$ cat config.mk
export PLATFORM = sky130hd
export DESIGN_NAME = regfile
export DESIGN_NICKNAME = d
export VERILOG_FILES = /design/src/rtl/regfile_pkg.sv /design/src/rtl/regfile.sv
export SDC_FILE = /design/constraint.sdc
export NUM_CORES = 1
export LEC_CHECK = 0
export CORE_MARGIN = 4
export CORE_UTILIZATION = 45
export DETAILED_ROUTE_END_ITERATION = 6
export PLACE_DENSITY_LB_ADDON = 0.3
export RECOVER_POWER = 50
export SLEW_MARGIN = 20
export SYNTH_ARGS = -nofsm -noshare
export SYNTH_HDL_FRONTEND = slang
export SYNTH_SLANG_ARGS = --single-unit
$ cat constraint.sdc
create_clock -name clk -period 6.4 [get_ports clk]
set_clock_uncertainty 0.1 [all_clocks]
set_input_delay 1.28 -clock clk [delete_from_list [all_inputs] [get_ports clk]]
set_output_delay 1.28 -clock clk [all_outputs]
set_load 0.05 [all_outputs]
$ cat src/rtl/regfile_pkg.sv
// regfile_pkg -- widths and sizes shared by the pipeline stages and the
// register file.
//   REG_ADDR_WIDTH : register index width
//   REG_DATA_WIDTH : register word width
//   REG_NUM        : number of architectural registers
//   REG_LAST       : highest register index (last entry cleared by the sweep)
package regfile_pkg;

  localparam int unsigned REG_ADDR_WIDTH = 5;
  localparam int unsigned REG_DATA_WIDTH = 32;
  localparam int unsigned REG_NUM        = 2 ** REG_ADDR_WIDTH;

  localparam logic [REG_ADDR_WIDTH-1:0] REG_LAST = REG_ADDR_WIDTH'(REG_NUM - 1);

endpackage

$ cat src/rtl/regfile.sv
// regfile -- 32 x 32 register file with one write port and two
// asynchronous read ports. After reset, every entry is cleared by an
// INIT sweep (one entry per cycle). Once the sweep has finished, the
// block moves to RUN and ready_out is raised.
//
// Ports
//   clk                 : clock, rising edge
//   rst_n               : synchronous active-low reset
//   wen_in/waddr_in/wdata_in : write port from write-back (index 0 discarded)
//   ren1_in/raddr1_in   : read port 1 enable / index
//   rdata1_out          : read port 1 data, combinational, with write bypass
//   ren2_in/raddr2_in   : read port 2 enable / index
//   rdata2_out          : read port 2 data, combinational, with write bypass
//   ready_out           : high in RUN (sweep complete, not in reset)
//
// state   | meaning
// --------+--------------------------------------------------------------
// ST_INIT | clearing entry[cnt_q] each cycle; reads return 0, writes dropped
// ST_RUN  | normal operation; writes commit, reads bypass same-cycle writes
module regfile
  import regfile_pkg::*;
(
  input  logic                      clk,
  input  logic                      rst_n,
  input  logic                      wen_in,
  input  logic [REG_ADDR_WIDTH-1:0] waddr_in,
  input  logic [REG_DATA_WIDTH-1:0] wdata_in,
  input  logic                      ren1_in,
  input  logic [REG_ADDR_WIDTH-1:0] raddr1_in,
  output logic [REG_DATA_WIDTH-1:0] rdata1_out,
  input  logic                      ren2_in,
  input  logic [REG_ADDR_WIDTH-1:0] raddr2_in,
  output logic [REG_DATA_WIDTH-1:0] rdata2_out,
  output logic                      ready_out
);

  typedef enum logic {
    ST_INIT = 1'b0,
    ST_RUN  = 1'b1
  } state_e;

  state_e                    state_q, state_d;
  logic [REG_ADDR_WIDTH-1:0] cnt_q, cnt_d;

  // No reset on the array so it maps onto distributed RAM.
  logic [REG_DATA_WIDTH-1:0] mem_q [REG_NUM];

  logic                      mem_we;
  logic [REG_ADDR_WIDTH-1:0] mem_waddr;
  logic [REG_DATA_WIDTH-1:0] mem_wdata;
  logic                      active;

  always_ff @(posedge clk) begin
    if (!rst_n) begin
      state_q <= ST_INIT;
      cnt_q   <= '0;
    end else begin
      state_q <= state_d;
      cnt_q   <= cnt_d;
    end
  end

  always_comb begin
    state_d   = state_q;
    cnt_d     = cnt_q;
    mem_we    = 1'b0;
    mem_waddr = waddr_in;
    mem_wdata = wdata_in;
    case (state_q)
      ST_INIT: begin
        mem_we    = 1'b1;
        mem_waddr = cnt_q;
        mem_wdata = '0;
        // Counter stops at the last index rather than wrapping.
        if (cnt_q == REG_LAST) begin
          state_d = ST_RUN;
        end else begin
          cnt_d = cnt_q + 1'b1;
        end
      end
      ST_RUN: begin
        mem_we = wen_in && (waddr_in != '0);
      end
    endcase
    // A reset edge must never commit anything, not even a sweep write.
    if (!rst_n) begin
      mem_we = 1'b0;
    end
  end

  always_ff @(posedge clk) begin
    if (mem_we) begin
      mem_q[mem_waddr] <= mem_wdata;
    end
  end

  // Reads are masked to 0 outside RUN so stale or uninitialised storage
  // is never visible; index 0 is hard-wired to 0.
  assign active    = rst_n && (state_q == ST_RUN);
  assign ready_out = active;

  assign rdata1_out = (!active || !ren1_in || (raddr1_in == '0)) ? '0 :
                      (wen_in && (waddr_in == raddr1_in))        ? wdata_in :
                      mem_q[raddr1_in];

  assign rdata2_out = (!active || !ren2_in || (raddr2_in == '0)) ? '0 :
                      (wen_in && (waddr_in == raddr2_in))        ? wdata_in :
                      mem_q[raddr2_in];

endmodule

==> summary.md, run 1 <==
| Metric | Value |
|---|---|
| Prevailing post-synth register cell | `sky130_fd_sc_hd__edfxtp_1` |
| Cell Rows | `120` |
| Initial core utilization | `45.4%` |
| Sum Neg Setup Slack | `0 ns` |
| Share of the synthesized area in the top cell type | `63.3%` |
| Post-CTS Resized | `0` |
| Fraction of final layout cells sized beyond drive strength 1 | `30.4%` |
| Area taken by flip-flops and latches | `30900 um2` |
| Number of warning messages in the yosys log | `0` |
| Non-Filler Instances | `4245` |
| Mean routed wirelength per cell | `36.4 um` |
| Layout net count | `2805` |
| Share of the clock period used by the worst path | `88.9%` |
| Max-cap violations | `17` |
| Violations in the final reports | `DRC, capacitance limit, slew limit` |
| Post-synth top area cell | `sky130_fd_sc_hd__edfxtp_1` |
| Level count of the clock H-tree | `3` |
| Cell Count Post-Placement | `4046` |
| Outcome | `complete, but fails checks` |
| Clock-pin slew of the registers on the worst-case setup and hold paths | `0.06 ns` |
| Via density | `7.00` |
| IO buf count | `116` |
| Hold depth | `2` |
| FFs w/ async S/R, synth | `0%` |
| Leading post-synthesis cells by cell area | `sky130_fd_sc_hd__edfxtp_1 (63%), sky130_fd_sc_hd__mux4_2 (20%), sky130_fd_sc_hd__mux2i_1 (4.5%)` |
| Hold_ws | `0.483 ns` |
| Vias post-DR | `29700` |
| Wirelength, routed | `154 mm` |
| Hold crit path type | `reg -> reg` |
| Beginning of the worst hold path | `cnt_q[3]$_SDFFE_PN0P_` |
| Total clock buffers created by CTS | `104` |
| Clock buffer depth | `3` |
| Synthesized flop and latch total | `1030` |
| Number of sinks on the clock net | `1030` |
| Gr usage total | `27.1%` |
| Number of distinct library cells after synthesis | `45` |
| Final Setup Violations | `0` |
| Actual transition at the worst max-transition pin | `1.80 ns` |
| Final antenna-violating net count | `0` |
| Commonest cells in the netlist | `sky130_fd_sc_hd__edfxtp_1 (1024), sky130_fd_sc_hd__mux4_2 (421), sky130_fd_sc_hd__mux2i_1 (218)` |
| Pin count of the biggest net entering global routing | `58` |
| Global-route congestion overflow total | `0` |
| Fill cells | `8375` |
| Detailed Routing Iterations Pass 1 | `7` |
| Period minus WS final | `5.69 ns` |
| Category of the most critical setup path | `reg -> out` |
| Leakage power of the design | `17.6 nW` |
| Sw Ratio | `22.3%` |
| Crit Reg-Reg Endpoint | `mem_q[10][30]$_DFFE_PP_` |
| Final Core Density | `51.8%` |
| Maximum fanout count along the critical path | `36` |
| Die X-Extent | `337 um` |
| Vert. Die Dim | `337 um` |
| Number of top-level design ports | `117` |
| F_max | `176 MHz` |
| Power per cell area | `266 nW/um2` |
| Antenna diode count | `0` |
| Area of the multi-input gates | `16900 um2` |
| Cell internal power dissipation | `11.5 mW` |
| Endpoint kind of the worst setup timing path | `primary output` |
| Net switching power | `3.29 mW` |
| Destination of the worst hold path | `cnt_q[3]$_SDFFE_PN0P_` |
| Die area | `113000 um2` |
| Number of enable-type register cells in the synthesized netlist | `1024` |
| First-pass GRT wire length | `218 mm` |
| Setup repair after global routing missed its margin | `no` |
| Worst endpoint data arrival time | `4.31 ns` |
| Growth of design area from synthesis to finish | `14.1%` |
| Final max-slew violation count | `422` |
| Cell occurring most often along the worst timing path | `sky130_fd_sc_hd__buf_4` |
| Required time of the critical path | `5.02 ns` |
| Area of the core region | `107000 um2` |
| Critical R2R Launch | `state_q$_SDFF_PN0_` |
| Final Wtd Congestion | `0.854` |
| Post-CTS Repair Setup Buffers | `0` |
| Clock power share | `42.7%` |
| Cells traversed along the worst timing path | `and3_1 -> o21a_1 -> o21ai_0 -> nor2_4 -> buf_4 -> a221o_1 -> buf_4` |
| Root buffer cell | `sky130_fd_sc_hd__clkbuf_16` |
| Reg-to-reg slack, setup | `1.36 ns` |
| Crit-path max cell delay | `1.51 ns` |
| Synth Instances | `2622` |
| Number of cells traversed by the worst register-to-register path | `4` |
| Relative contribution of sequential cells to total power | `50.0%` |
| CTS tree | `yes` |
| Slowest cell on the critical path | `sky130_fd_sc_hd__dfxtp_1` |
| Gate power share | `7.3%` |
| Number of design rule violations left after detail routing | `3` |
| Relative slew slack | `-20.1%` |
| Buffers & Inverters on Critical Path | `2` |
| Family of cells with the greatest summed delay on the critical path | `flip-flops` |
| Register area share after synthesis | `63.6%` |
| Number of antenna violations at the first check in global routing | `4` |
| Netlist area before placement | `48600 um2` |
| Initial DRC Count | `4553` |
| Most common cell in the netlist | `sky130_fd_sc_hd__edfxtp_1` |
| Synthesized net count | `2676` |
| Estimated wirelength of the detail-placed design | `89.2 mm` |
| Worst skew pair latency | `0.67 ns` |
| Hold violation total from the final report | `0` |
| Startpoint type of the worst setup path | `register` |
| Maximum resistive drop on vdd | `0.230 mV` |
| Number of global-route vias before repair | `30100` |
| Post-cts hold buffer count | `0` |
| Post-Syn Area per Cell | `18.5 um2` |
-- state kept, by name, indices dropped and copies added, names as in the netlist --
name / flops
mem_q: 1024
cnt_q: 5
state_q: 1
-- cell usage in the layout (no fill, tap or decap), types with 6 or more instances in the layout --
cell | netlist | final
sky130_fd_sc_hd__edfxtp_1 | 1024 | 1024
sky130_fd_sc_hd__mux4_2 | 421 | 421
sky130_fd_sc_hd__mux2i_1 | 218 | 218
sky130_fd_sc_hd__buf_4 | 21 | 170
sky130_fd_sc_hd__clkbuf_16 | 0 | 104
sky130_fd_sc_hd__a221o_1 | 73 | 73
sky130_fd_sc_hd__nand2_1 | 71 | 71
sky130_fd_sc_hd__a22oi_1 | 64 | 64
sky130_fd_sc_hd__nor2b_1 | 68 | 63
sky130_fd_sc_hd__a211oi_1 | 60 | 60
sky130_fd_sc_hd__a21oi_1 | 56 | 56
sky130_fd_sc_hd__o21ai_0 | 48 | 48
sky130_fd_sc_hd__nor2_4 | 0 | 33
sky130_fd_sc_hd__and2_0 | 0 | 32
sky130_fd_sc_hd__o221ai_1 | 32 | 32
sky130_fd_sc_hd__a32o_1 | 32 | 32
sky130_fd_sc_hd__mux2_2 | 33 | 32
sky130_fd_sc_hd__clkdlybuf4s50_1 | 0 | 31
sky130_fd_sc_hd__clkinv_2 | 0 | 28
sky130_fd_sc_hd__buf_12 | 0 | 25
sky130_fd_sc_hd__nand3_1 | 24 | 23
sky130_fd_sc_hd__nor2_1 | 54 | 21
sky130_fd_sc_hd__a221oi_1 | 21 | 21
sky130_fd_sc_hd__clkinv_1 | 0 | 19
sky130_fd_sc_hd__clkbuf_1 | 110 | 17
sky130_fd_sc_hd__bufinv_16 | 0 | 16
sky130_fd_sc_hd__dlygate4sd3_1 | 0 | 12
sky130_fd_sc_hd__o21ai_1 | 12 | 10
sky130_fd_sc_hd__xnor2_1 | 8 | 8
sky130_fd_sc_hd__dfxtp_1 | 6 | 6
-- routing by layer --
metal	global-route usage (%)	share of wire [%]
met5	0	0
met4	10.7	4.4
met3	6.35	13
met2	41.7	46
met1	37.8	37
-- tightest hold or removal path, delay by kind of cell, from the launching register on --
kind / cells / cell delay [ns]
xor+xnor: 1 / 0.09
flops: 1 / 0.39
simple gates: 1 / 0.07
-- power by group through the flow --
stage          sequential (mW)  combinational [mW]  clock [mW]
2_1_floorplan             7.51               0.692           0
4_1_cts                   7.37                1.06        6.36
3_5_place_dp              7.52                1.06           0
6_report                  7.38                1.08        6.30
3_3_place_gp              7.51                1.05           0
5_1_grt                   7.37                1.12        6.65
-- per-stage QoR --
stage	setup slack [ns]	cell area (um2)	total power, mW
floorplan	1.81	48600	8.20
global placement	0.974	51900	8.56
detailed placement	0.954	51900	8.58
CTS	0.944	55400	14.8
global route	0.680	55400	15.1
finish	0.714	55400	14.8
-- cells by family after synthesis --
kind of cell	Yosys count	synth area share (%)
mux	672	24.8
compound gates	406	6.36
simple gates	270	2.78
buf+inv	229	2.23
xor+xnor	13	0.234
flops	1030	63.6
fa+ha+maj	2	0.0515
-- layout make-up --
cell class	instances	area share, %
Sequential cell	1030	55.7
Multi-Input combinational cell	1363	30.5
Clock buffer	119	4.80
Timing Repair Buffer	247	4.18
Tap cell	1403	3.17
Clock inverter	78	1.61
Inverter	5	0.0339
-- how the worst max path moves through the flow --
stage / start / end / slack, ns / cells past startpoint
after detailed placement: raddr1_in[0] / rdata1_out[14] / 0.95 / 8
after CTS: raddr1_in[0] / rdata1_out[14] / 0.94 / 8
after global placement: raddr1_in[0] / rdata1_out[14] / 0.97 / 8
final: state_q$_SDFF_PN0_ / rdata2_out[9] / 0.71 / 7
after global routing: state_q$_SDFF_PN0_ / rdata2_out[27] / 0.68 / 7
after floorplan: raddr2_in[1] / rdata2_out[30] / 1.81 / 8
No activity file was read; power rests on OpenSTA's default activity.
==> run 2: changes to the inputs <==
--- a/config.mk
+++ b/config.mk
@@ -5,11 +5,13 @@
 export SDC_FILE = /design/constraint.sdc
 export NUM_CORES = 1
 export LEC_CHECK = 0
+export ABC_CLOCK_PERIOD_IN_PS = 6400
 export CORE_MARGIN = 4
 export CORE_UTILIZATION = 45
 export DETAILED_ROUTE_END_ITERATION = 6
+export MAX_ROUTING_LAYER = met4
 export PLACE_DENSITY_LB_ADDON = 0.3
-export RECOVER_POWER = 50
+export RECOVER_POWER = 100
 export SLEW_MARGIN = 20
 export SYNTH_ARGS = -nofsm -noshare
 export SYNTH_HDL_FRONTEND = slang
==> run 2 against run 1 <==
The run ends with capacitance limit, slew limit left. Sequential share of layout area grew 0.49 points. Sequential cell count is the same. First-iteration DRC count shrank 1.7%. Combinational power is essentially flat. Clock power is essentially flat. Non-clock buffer count grew 1. Highest routed layer unchanged.
==> summary.md, run 2 (synthesis gave the netlist of run 1 again) <==
| Metric | Value |
|---|---|
| Number of design rule violations left after detail routing | `0` |
| Total clock buffers created by CTS | `104` |
| Startpoint type of the worst setup path | `primary input` |
| Area of the core region | `107000 um2` |
| Outcome | `complete, but fails checks` |
| Period minus WS final | `6.04 ns` |
| Maximum fanout count along the critical path | `35` |
| Clock-pin slew of the registers on the worst-case setup and hold paths | `0.06 ns` |
| Clock power share | `42.7%` |
| Metal3 WL | `19.1 mm` |
| First-pass GRT wire length | `218 mm` |
| Gate power share | `7.3%` |
| Slowest cell on the critical path | `sky130_fd_sc_hd__clkbuf_2` |
| Cells traversed along the worst timing path | `clkbuf_2 -> buf_4 -> nor2b_4 -> buf_4 -> a21oi_1 -> o21ai_0 -> a32o_1 -> clkbuf_1` |
| Reg with most FFs | `mem_q` |
| M1 WL | `58.2 mm` |
| Flip-flop count of the largest register, all copies and words added | `1024` |
| Wirelength, routed | `155 mm` |
| Required time of the critical path | `5.02 ns` |
| Cell occurring most often along the worst timing path | `sky130_fd_sc_hd__buf_4` |
| Post-CTS Repair Setup Buffers | `0` |
| Estimated wirelength of the detail-placed design | `89.2 mm` |
| Crit-path max cell delay | `0.73 ns` |
| Detailed Routing Iterations Pass 1 | `5` |
| Sw Ratio | `22.3%` |
| Final Wtd Congestion | `0.867` |
| Final Setup Violations | `0` |
| Fill cells | `8489` |
| Level count of the clock H-tree | `3` |
| Leakage power of the design | `17.2 nW` |
| Worst endpoint data arrival time | `4.66 ns` |
| Post-CTS Resized | `0` |
| Crit Reg-Reg Endpoint | `mem_q[21][5]$_DFFE_PP_` |
| Category of the most critical setup path | `in -> out` |
| Initial core utilization | `45.4%` |
| Post-cts hold buffer count | `0` |
| Final antenna-violating net count | `0` |
| Critical R2R Launch | `state_q$_SDFF_PN0_` |
| Die area | `113000 um2` |
| Layout net count | `2806` |
| Hold_ws | `0.486 ns` |
| Number of top-level design ports | `117` |
| Cell internal power dissipation | `11.5 mW` |
| Family of cells with the greatest summed delay on the critical path | `buffers and inverters` |
| Max-cap violations | `49` |
| F_max | `166 MHz` |
| Net switching power | `3.29 mW` |
| Die X-Extent | `337 um` |
| Growth of design area from synthesis to finish | `13.1%` |
| Destination of the worst hold path | `cnt_q[4]$_SDFFE_PN0P_` |
| Clock buffer depth | `3` |
| Beginning of the worst hold path | `cnt_q[4]$_SDFFE_PN0P_` |
| Actual transition at the worst max-transition pin | `3.92 ns` |
| Hold crit path type | `reg -> reg` |
| Power per cell area | `268 nW/um2` |
| CTS tree | `yes` |
| Global-route congestion overflow total | `0` |
| Hold depth | `2` |
| Number of global-route vias before repair | `30100` |
| Initial DRC Count | `4477` |
| Endpoint kind of the worst setup timing path | `primary output` |
| Vert. Die Dim | `337 um` |
| Fraction of final layout cells sized beyond drive strength 1 | `27.2%` |
| Gr usage total | `28.0%` |
| Number of cells traversed by the worst register-to-register path | `5` |
| Sum Neg Setup Slack | `0 ns` |
| Routed wire length on met2 | `70.6 mm` |
| Most frequent standard cell in the layout excluding fill and tap cells | `sky130_fd_sc_hd__edfxtp_1` |
| Vias post-DR | `29800` |
| Cell Rows | `120` |
| Biggest registers after layout | `mem_q x1024, cnt_q x5, state_q x1` |
| IO buf count | `116` |
| Number of sinks on the clock net | `1030` |
| Relative contribution of sequential cells to total power | `50.0%` |
| Root buffer cell | `sky130_fd_sc_hd__clkbuf_16` |
| Hold violation total from the final report | `0` |
| Most used cells in the layout excluding fill and tap cells | `sky130_fd_sc_hd__edfxtp_1 (1024), sky130_fd_sc_hd__mux4_2 (421), sky130_fd_sc_hd__mux2i_1 (218), sky130_fd_sc_hd__clkbuf_16 (104), sky130_fd_sc_hd__buf_4 (86)` |
| Worst setup path startpoint | `raddr1_in[4]` |
| Pin count of the biggest net entering global routing | `58` |
| Violations in the final reports | `capacitance limit, slew limit` |
| Top layer in use | `met4` |
| Setup repair after global routing missed its margin | `no` |
| Maximum resistive drop on vdd | `0.228 mV` |
| Final max-slew violation count | `1090` |
| Relative slew slack | `-161%` |
| Share of the clock period used by the worst path | `94.4%` |
| Buffers & Inverters on Critical Path | `4` |
| Worst skew pair latency | `0.66 ns` |
| Number of antenna violations at the first check in global routing | `3` |
| Via density | `7.01` |
| Reg-to-reg slack, setup | `0.47 ns` |
| Mean routed wirelength per cell | `36.4 um` |
-- run 2: cell type report --
type	instances	area, um2	area share [%]
Clock inverter	78	890	1.62
Sequential cell	1030	30900	56.2
Clock buffer	119	2660	4.84
Tap cell	1403	1760	3.19
Timing Repair Buffer	248	2010	3.65
Antenna cell	1	2.50	0.00455
Inverter	5	18.8	0.0342
Multi-Input combinational cell	1363	16700	30.5
-- run 2: metal layers --
| metal | up-vias | global-route usage, % |
|---|---|---|
| met5 | - | - |
| met4 | 0 | 10.7 |
| met3 | 423 | 6.16 |
| met2 | 2225 | 41.7 |
| met1 | 15600 | 38.0 |
| li1 | 11500 | - |
-- run 2: worst register-to-register path, stage by stage, from the launching register on --
cell and delay, ns:
sky130_fd_sc_hd__dfxtp_1 1.48, sky130_fd_sc_hd__nand3_1 0.24, sky130_fd_sc_hd__o21ai_0 0.28, sky130_fd_sc_hd__nand2_1 0.21
sky130_fd_sc_hd__nor2_1 2.40, sky130_fd_sc_hd__clkbuf_2 0.86
-- run 2: how the worst max path moves through the flow --
stage,cells past startpoint,to
final,8,rdata1_out[16]
after global routing,7,rdata2_out[14]
after CTS,8,rdata1_out[14]
after detailed placement,8,rdata1_out[14]
after global placement,8,rdata1_out[14]
after floorplan,8,rdata2_out[30]
-- run 2: metrics by stage --
step	setup slack [ns]	power (mW)	area (um2)	utilization, %	cells
after global routing	0.417	15.1	54900	51.3	4247
final	0.358	14.8	54900	51.3	4247
after floorplan	1.81	8.20	48600	-	2622
after detailed placement	0.954	8.58	51900	48.5	4046
after CTS	0.944	14.8	55400	51.8	4243
after global placement	0.974	8.56	51900	48.5	4046
-- run 2: power by group through the flow --
| stage | Combinational (mW) | Clock, mW | Sequential (mW) |
|---|---|---|---|
| floorplan | 0.692 | 0 | 7.51 |
| global placement | 1.05 | 0 | 7.51 |
| detailed placement | 1.06 | 0 | 7.52 |
| CTS | 1.06 | 6.36 | 7.37 |
| global route | 1.11 | 6.66 | 7.38 |
| finish | 1.07 | 6.30 | 7.38 |
